### src/rtl/apb_arb_pkg.sv
// apb_arb_pkg
// Shared types and defaults for the APB master arbiter slice.
//   apb_state_e : APB master sequencing states (IDLE / SETUP / ACCESS)
//   DEF_*       : default parameter values for the arbiter and its sub-blocks
//   idx_width() : index width needed to address n requesters (minimum 1)
package apb_arb_pkg;

    typedef enum logic [1:0] {
        IDLE   = 2'd0,
        SETUP  = 2'd1,
        ACCESS = 2'd2
    } apb_state_e;

    localparam int DEF_NUM_REQ        = 3;
    localparam int DEF_DATA_WIDTH     = 32;
    localparam int DEF_ADDR_WIDTH     = 32;
    localparam int DEF_TIMEOUT_CYCLES = 255;

    function automatic int idx_width(input int n);
        return (n > 1) ? $clog2(n) : 1;
    endfunction

endpackage

### src/rtl/rr_arbiter.sv
// rr_arbiter
// Combinational round-robin arbiter. The search starts one position after
// last_grant and wraps, so the most recently served requester has lowest
// priority. Also used by the AXI4-Lite request side.
// Ports:
//   req        [NUM_REQ]  request vector
//   last_grant [IDX_W]    index of the most recent accepted grant
//   enable     [1]        arbitration allowed this cycle; grant is 0 otherwise
//   grant      [NUM_REQ]  one-hot grant (0 when no request or disabled)
//   grant_idx  [IDX_W]    index of the granted requester (0 when no grant)
module rr_arbiter
    import apb_arb_pkg::*;
#(
    parameter int NUM_REQ = DEF_NUM_REQ,
    parameter int IDX_W   = idx_width(NUM_REQ)
) (
    input  logic [NUM_REQ-1:0] req,
    input  logic [IDX_W-1:0]   last_grant,
    input  logic               enable,
    output logic [NUM_REQ-1:0] grant,
    output logic [IDX_W-1:0]   grant_idx
);

    // one extra bit so last_grant + offset cannot overflow before the wrap
    logic [IDX_W:0]   sum_s;
    logic [IDX_W-1:0] idx_s;
    logic             found_s;

    // rotate through the requesters after last_grant and take the first one set
    always_comb begin
        grant     = '0;
        grant_idx = '0;
        found_s   = 1'b0;
        sum_s     = '0;
        idx_s     = '0;
        for (int k = 1; k <= NUM_REQ; k++) begin
            sum_s = {1'b0, last_grant} + (IDX_W+1)'(k);
            if (sum_s >= (IDX_W+1)'(NUM_REQ)) begin
                sum_s = sum_s - (IDX_W+1)'(NUM_REQ);
            end else begin
                sum_s = sum_s;
            end
            idx_s = sum_s[IDX_W-1:0];
            if (enable && !found_s && req[idx_s]) begin
                found_s      = 1'b1;
                grant[idx_s] = 1'b1;
                grant_idx    = idx_s;
            end else begin
                found_s = found_s;
            end
        end
    end

endmodule

### src/rtl/apb_master_arbiter.sv
// apb_master_arbiter
// Shares one APB4 master port between NUM_REQ requesters: round-robin
// arbitration, SETUP/ACCESS sequencing, and return of read data / error
// status to the requester that owns the transfer. One transfer at a time.
// Optional feature macro: APB_ARB_TIMEOUT_EN (ACCESS wait limit of
// TIMEOUT_CYCLES; without it ACCESS waits for pready indefinitely).
// Ports:
//   clk, rst (async, active low)
//   req_valid/req_ready/req_write [NUM_REQ]  per-requester handshake, ready is combinational one-hot
//   req_addr/req_wdata/req_strb/req_prot     packed per requester (requester i at slice i)
//   rsp_valid [NUM_REQ] one-cycle completion pulse, rsp_rdata, rsp_slverr
//   pselx, penable, pwrite, paddr, pwdata, pstrb, pprot  registered APB outputs
//   prdata, pready, pslverr                              APB inputs
module apb_master_arbiter
    import apb_arb_pkg::*;
#(
    parameter int NUM_REQ        = DEF_NUM_REQ,
    parameter int dataWidth      = DEF_DATA_WIDTH,
    parameter int addrWidth      = DEF_ADDR_WIDTH,
    parameter int TIMEOUT_CYCLES = DEF_TIMEOUT_CYCLES
) (
    input  logic                           clk,
    input  logic                           rst,
    input  logic [NUM_REQ-1:0]             req_valid,
    output logic [NUM_REQ-1:0]             req_ready,
    input  logic [NUM_REQ-1:0]             req_write,
    input  logic [NUM_REQ*addrWidth-1:0]   req_addr,
    input  logic [NUM_REQ*dataWidth-1:0]   req_wdata,
    input  logic [NUM_REQ*(dataWidth/8)-1:0] req_strb,
    input  logic [NUM_REQ*3-1:0]           req_prot,
    output logic [NUM_REQ-1:0]             rsp_valid,
    output logic [dataWidth-1:0]           rsp_rdata,
    output logic                           rsp_slverr,
    output logic                           pselx,
    output logic                           penable,
    output logic                           pwrite,
    output logic [addrWidth-1:0]           paddr,
    output logic [dataWidth-1:0]           pwdata,
    output logic [dataWidth/8-1:0]         pstrb,
    output logic [2:0]                     pprot,
    input  logic [dataWidth-1:0]           prdata,
    input  logic                           pready,
    input  logic                           pslverr
);

    localparam int STRB_W = dataWidth / 8;
    localparam int IDX_W  = idx_width(NUM_REQ);
    localparam logic [NUM_REQ-1:0] ONE_REQ = NUM_REQ'(1);

    apb_state_e       state_r;
    apb_state_e       next_state_s;
    logic [IDX_W-1:0] last_grant_r;
    logic [IDX_W-1:0] owner_r;
    logic [IDX_W-1:0] grant_idx_s;
    logic [NUM_REQ-1:0] grant_s;
    logic             arb_point_s;
    logic             accept_s;
    logic             complete_s;
    logic             timeout_s;

`ifdef APB_ARB_TIMEOUT_EN
    localparam int WAIT_W = (TIMEOUT_CYCLES > 0) ? $clog2(TIMEOUT_CYCLES + 1) : 1;
    logic [WAIT_W-1:0] wait_cnt_r;

    // ACCESS wait counter: cleared in SETUP, counts ACCESS cycles without pready
    always_ff @(posedge clk or negedge rst) begin
        if (!rst) begin
            wait_cnt_r <= '0;
        end else if (state_r == SETUP) begin
            wait_cnt_r <= '0;
        end else if ((state_r == ACCESS) && !pready && !timeout_s) begin
            wait_cnt_r <= wait_cnt_r + WAIT_W'(1);
        end else begin
            wait_cnt_r <= wait_cnt_r;
        end
    end

    assign timeout_s = (state_r == ACCESS) && !pready &&
                       (wait_cnt_r == WAIT_W'(TIMEOUT_CYCLES));
`else
    // no wait limit in this build; TIMEOUT_CYCLES is a non-negative count so this is 0
    assign timeout_s = (TIMEOUT_CYCLES < 0);
`endif

    // a timed-out ACCESS ends exactly like a normal completion
    assign complete_s = (state_r == ACCESS) && (pready || timeout_s);

    // arbitration is allowed when idle or when the current transfer finishes;
    // gating with rst keeps req_ready low while reset is held
    assign arb_point_s = rst && ((state_r == IDLE) || complete_s);

    rr_arbiter #(
        .NUM_REQ (NUM_REQ),
        .IDX_W   (IDX_W)
    ) u_rr_arbiter (
        .req        (req_valid),
        .last_grant (last_grant_r),
        .enable     (arb_point_s),
        .grant      (grant_s),
        .grant_idx  (grant_idx_s)
    );

    assign req_ready = grant_s;
    assign accept_s  = |grant_s;

    // FSM state register
    always_ff @(posedge clk or negedge rst) begin
        if (!rst) begin
            state_r <= IDLE;
        end else begin
            state_r <= next_state_s;
        end
    end

    // FSM next state; a grant at completion goes straight to SETUP (no idle gap)
    always_comb begin
        next_state_s = state_r;
        case (state_r)
            IDLE: begin
                if (accept_s) next_state_s = SETUP;
                else          next_state_s = IDLE;
            end
            SETUP: begin
                next_state_s = ACCESS;
            end
            ACCESS: begin
                if (complete_s) begin
                    if (accept_s) next_state_s = SETUP;
                    else          next_state_s = IDLE;
                end else begin
                    next_state_s = ACCESS;
                end
            end
            default: begin
                next_state_s = IDLE;
            end
        endcase
    end

    // round-robin pointer and transfer owner, updated only on an accepted grant
    always_ff @(posedge clk or negedge rst) begin
        if (!rst) begin
            last_grant_r <= IDX_W'(NUM_REQ - 1);
            owner_r      <= '0;
        end else if (accept_s) begin
            last_grant_r <= grant_idx_s;
            owner_r      <= grant_idx_s;
        end else begin
            last_grant_r <= last_grant_r;
            owner_r      <= owner_r;
        end
    end

    // APB bus registers: the accepted request is latched straight into them and
    // held unchanged through SETUP/ACCESS and while idle
    always_ff @(posedge clk or negedge rst) begin
        if (!rst) begin
            pselx   <= 1'b0;
            penable <= 1'b0;
            pwrite  <= 1'b0;
            paddr   <= '0;
            pwdata  <= '0;
            pstrb   <= '0;
            pprot   <= 3'b000;
        end else begin
            pselx   <= (next_state_s != IDLE);
            penable <= (next_state_s == ACCESS);
            if (accept_s) begin
                pwrite <= req_write[grant_idx_s];
                paddr  <= req_addr[int'(grant_idx_s)*addrWidth +: addrWidth];
                pwdata <= req_wdata[int'(grant_idx_s)*dataWidth +: dataWidth];
                pstrb  <= req_write[grant_idx_s] ?
                          req_strb[int'(grant_idx_s)*STRB_W +: STRB_W] : {STRB_W{1'b0}};
                pprot  <= req_prot[int'(grant_idx_s)*3 +: 3];
            end else begin
                pwrite <= pwrite;
                paddr  <= paddr;
                pwdata <= pwdata;
                pstrb  <= pstrb;
                pprot  <= pprot;
            end
        end
    end

    // response registers: one-cycle pulse to the owner after completion
    always_ff @(posedge clk or negedge rst) begin
        if (!rst) begin
            rsp_valid  <= '0;
            rsp_rdata  <= '0;
            rsp_slverr <= 1'b0;
        end else if (complete_s) begin
            rsp_valid  <= ONE_REQ << owner_r;
            // writes and timed-out transfers return zero data
            rsp_rdata  <= (pwrite || !pready) ? {dataWidth{1'b0}} : prdata;
            rsp_slverr <= pready ? pslverr : 1'b1;
        end else begin
            rsp_valid  <= '0;
            rsp_rdata  <= rsp_rdata;
            rsp_slverr <= rsp_slverr;
        end
    end

endmodule
### config.mk
export PLATFORM = sky130hd
export DESIGN_NAME = apb_master_arbiter
export DESIGN_NICKNAME = d
export VERILOG_FILES = /design/src/rtl/apb_arb_pkg.sv /design/src/rtl/rr_arbiter.sv /design/src/rtl/apb_master_arbiter.sv
export SDC_FILE = /design/constraint.sdc
export NUM_CORES = 1
export LEC_CHECK = 0
export ABC_AREA = 1
export CORE_UTILIZATION = 30
export DETAILED_ROUTE_END_ITERATION = 6
export PLACE_DENSITY = 0.78
export SLEW_MARGIN = 40
export SYNTH_ARGS = -nofsm -noshare
export SYNTH_HDL_FRONTEND = slang
export SYNTH_SLANG_ARGS = --single-unit
### constraint.sdc
create_clock -name clk -period 6.92 [get_ports clk]
set_clock_uncertainty 0.15 [all_clocks]
set_input_delay 1.038 -clock clk [delete_from_list [all_inputs] [get_ports clk]]
set_output_delay 1.038 -clock clk [all_outputs]
set_load 0.01 [all_outputs]
==> key figures <==
Synthesis
  • Simple-gate portion of the synthesized area: 41.12%
  • Post-synth top area share: 44.16%
  • Leading area contributor after synthesis: dfrtp_1
  • Ys async rst share: 100.0%
  • Number of synthesized register bits: 115
  • Mapped Area: 6460 um^2
  • Synth Area in Compound Gates: 6.082%
  • Count of cell types in the netlist: 29
  • Syn_nets: 1198
  • Post-synthesis mux area share: 0%
  • Synth area leaders: dfrtp_1 (44%), nor2_1 (19%), nand2_1 (14%)
  • Xor and xnor area share after synthesis: 0%
  • Adder-cell share of the synthesized area: 1.162%
  • Yosys warns: 0
  • Largest family of logic cells by synthesized area: simple AND/OR/NAND/NOR gates
  • Ys flop type: dfrtp_1
  • EDFF count, synth: 0
  • Post-Syn Instances: 937
  • Mean post-synth cell area: 6.894 um^2
  • Share of the yosys chip area belonging to registers: 44.57%

Die
  • Core ar.: 21090 um^2
  • # rows: 53
  • Chip width: 148.7 um
  • Initial Utilization: 30.63%
  • Die H: 148.7 um
  • IO Pins: 368
  • Die area: 22120 um^2

Layout
  • Final #Nets: 1538
  • Synth-to-Final Area Change: 67.36%
  • Design Area, Final: 10810 um^2
  • Antenna cells: 0
  • Share of post-route cells with drive strength above 1: 5.581%

Route
  • Post-Route WL: 22.93 mm
  • Via/cell ratio: 4.620
  • Routed vias: 7231
  • Final ANT Viol Nets: 0
  • First-pass detailed-route iteration total: 5
  • Initial drt markers: 337
  • Drt drc: 0
  • Routed length per instance: 14.65 um

Clocking
  • H-tree Lvls: 4
  • Post-CTS resize count: 0
  • TritonCTS clock tree: done
  • CTS Hold Bufs: 0
  • TritonCTS buffer count: 17
  • Root buf cell: clkbuf_16
  • Maximum buffer depth of the clock tree: 2
  • Post-CTS Setup Inserts: 0
  • Clock sink total: 115
  • Worst-skew pair later-pin latency: 0.41 ns
  • Reg clk slew, reported paths: 0.06 ns

Power and ir drop
  • Sequential share of power: 23.4%
  • LEAKAGE: 4.660 nW
  • Clock power share: 17.5%
  • Share of total power in combinational logic: 59.0%
  • Cell-internal power: 2.775 mW
  • Peak supply drop: 0.2136 mV
  • P_sw: 2.220 mW
  • Switching Fraction: 44.45%
  • Pwr Density: 462.0 nW/um^2

Worst setup path
  • Crit-path slowest cell: clkdlybuf4s50_1
  • Kind of end point of the critical path: primary output
  • Kind of critical path: in2out
  • Worst path bufs/invs: 4
  • Worst-path maximum fanout: 5
  • Cell Chain, Critical Path: clkdlybuf4s50_1, inv_1, a21oi_2, nand2_2, nor2_4, nand2_1, o21ai_0, nor2_1, inv_1, clkdlybuf4s50_1
  • Worst path max stage delay: 0.56 ns
  • WP data required: 5.73 ns
  • WP data arrival: 3.15 ns
  • CP startpoint kind: input pin
  • CP delay by family, top: buffers and inverters

GRT
  • Global Route Usage Sum: 20.26%
  • GRT Residual Overflow: 0
  • Vias in the first global route: 6670
  • First-pass GRT wire length: 34.56 mm
  • Initial antenna violation count: 0
  • Largest net degree at the start of global routing: 74

STA
  • Setup violations, final: 0
  • Final hold violations: 0
  • Crit share post-route: 62.72%
  • Total negative slack: 0 ns
  • RSZ-0062 raised after global routing: false
  • Max-slew violation count: 0
  • Fmax: 0.2304 GHz
  • Tmin final: 4.340 ns
  • Worst-Margin Slew: 0.8237 ns
  • Relative slew slack: 45.09%

Placed design
  • Post-DP HPWL: 16.55 mm
  • Post-DP Area: 10220 um^2
  • Final Wtd Congestion: 0.8738
  • Port Buffers: 367

Flow run
  • Max Cap Viol: 0

Run status
  • Status: completed

Hold path
  • HP Class: reg2reg
-- final timing paths --
kind / slack, ns / depth (start not counted) / from / to
max in group asynchronous: 5.06 / 2 / rst / pwdata[18]$_DFFE_PN0N_
worst max-delay path: 2.58 / 10 / pready / req_ready[1]
min in group asynchronous: 0.50 / 1 / rst / paddr[12]$_DFFE_PN0N_
worst min-delay path: 0.33 / 2 / rsp_slverr$_DFFE_PN0P_ / rsp_slverr$_DFFE_PN0P_
worst max register to register: 3.25 / 15 / last_grant_r[0]$_DFFE_PN0N_ / pwdata[29]$_DFFE_PN0N_
worst min register to register: 0.33 / 2 / rsp_slverr$_DFFE_PN0P_ / rsp_slverr$_DFFE_PN0P_
-- logic make-up (layout without fill, tap and decap cells) --
family | count (synthesis) | in the layout
adders and majority gates | 6 | 6
AOI/OAI and AO/OA | 77 | 77
DFF | 115 | 115
and+or+nand+nor | 655 | 655
buffers and inverters | 84 | 437
-- synth_stat cells, types with 3 or more instances --
cell type / count
nor2_1: 331
nand2_1: 235
dfrtp_1: 114
nand3_1: 59
o21ai_0: 43
o21ai_1: 30
buf_2: 27
inv_1: 26
clkbuf_1: 11
nor2_2: 11
buf_6: 9
ha_1: 6
nand2_2: 5
buf_4: 4
nor2_4: 4
inv_2: 3
nor3_1: 3
-- layout by cell type (no fill, tap or decap), types with 3 or more instances in the layout --
master	n
inv_1	25
clkbuf_16	17
clkdlybuf4s50_1	366
nor2_1	331
inv_2	4
inv_6	3
nor2_4	4
buf_6	4
nor3_1	3
o21ai_1	30
o21ai_0	43
nor2_2	11
nand2_2	5
nand3_1	59
buf_4	4
clkbuf_1	3
clkinvlp_4	4
dfrtp_1	114
nand2_1	235
ha_1	6
-- power by group through the flow --
stage	combinational [mW]	clock [mW]	sequential [mW]
6_report	2.95	0.875	1.17
5_1_grt	3.29	0.924	1.21
2_1_floorplan	1.78	0	1.29
4_1_cts	2.98	0.892	1.17
3_5_place_dp	2.97	0	1.18
3_3_place_gp	2.91	0	1.17
-- per-layer routing --
layer,global-route usage [%],share of wire (%),vias to the layer above
li1,-,-,3579
met1,23.50,39,3305
met2,35.47,50,313
met3,6.024,8.7,34
met4,6.837,2.3,0
met5,0,0,-
-- metrics by stage --
stage	utilization (%)	worst slack [ns]	total power, mW	hold WS, ns	instances
2_1_floorplan	-	3.820	3.074	0.2821	937
3_3_place_gp	48.31	2.507	4.080	0.2956	1531
3_5_place_dp	48.45	2.575	4.145	0.3147	1533
4_1_cts	51.24	2.553	5.042	0.3254	1565
5_1_grt	51.27	2.442	5.424	0.3352	1565
6_report	51.27	2.580	4.995	0.3276	1565
-- registers in the layout (all words and copies together), names as in the netlist --
register and count:
rsp_valid 3, owner_r 1, last_grant_r 2, paddr 32, penable 1, pprot 3
state_r 2, rsp_rdata 32, pwrite 1, pstrb 4, pselx 1, rsp_slverr 1
pwdata 32
-- cell type report --
type                       count  area, um^2
sequential                   115        2879
multi-input combinational    738        3138
inverter                      31       122.6
clock buffer                  22       464.2
timing repair buffer         374        3739
clock inverter                10       125.1
fill                        2003       10280
tap                          275       344.1
-- worst register-to-register path: stages, from the launching register on --
cell,delay [ns]
dfrtp_1,0.46
inv_2,0.15
ha_1,0.40
inv_2,0.13
nand2_1,0.06
nand3_1,0.08
nand2_2,0.09
nor2_4,0.17
nand2_1,0.09
o21ai_0,0.18
nor2_1,0.11
nand3_4,0.59
buf_4,0.53
nand2_1,0.11
nor2_1,0.20
nor2_1,0.06
Note: power is estimated with default switching activity, not from simulation.
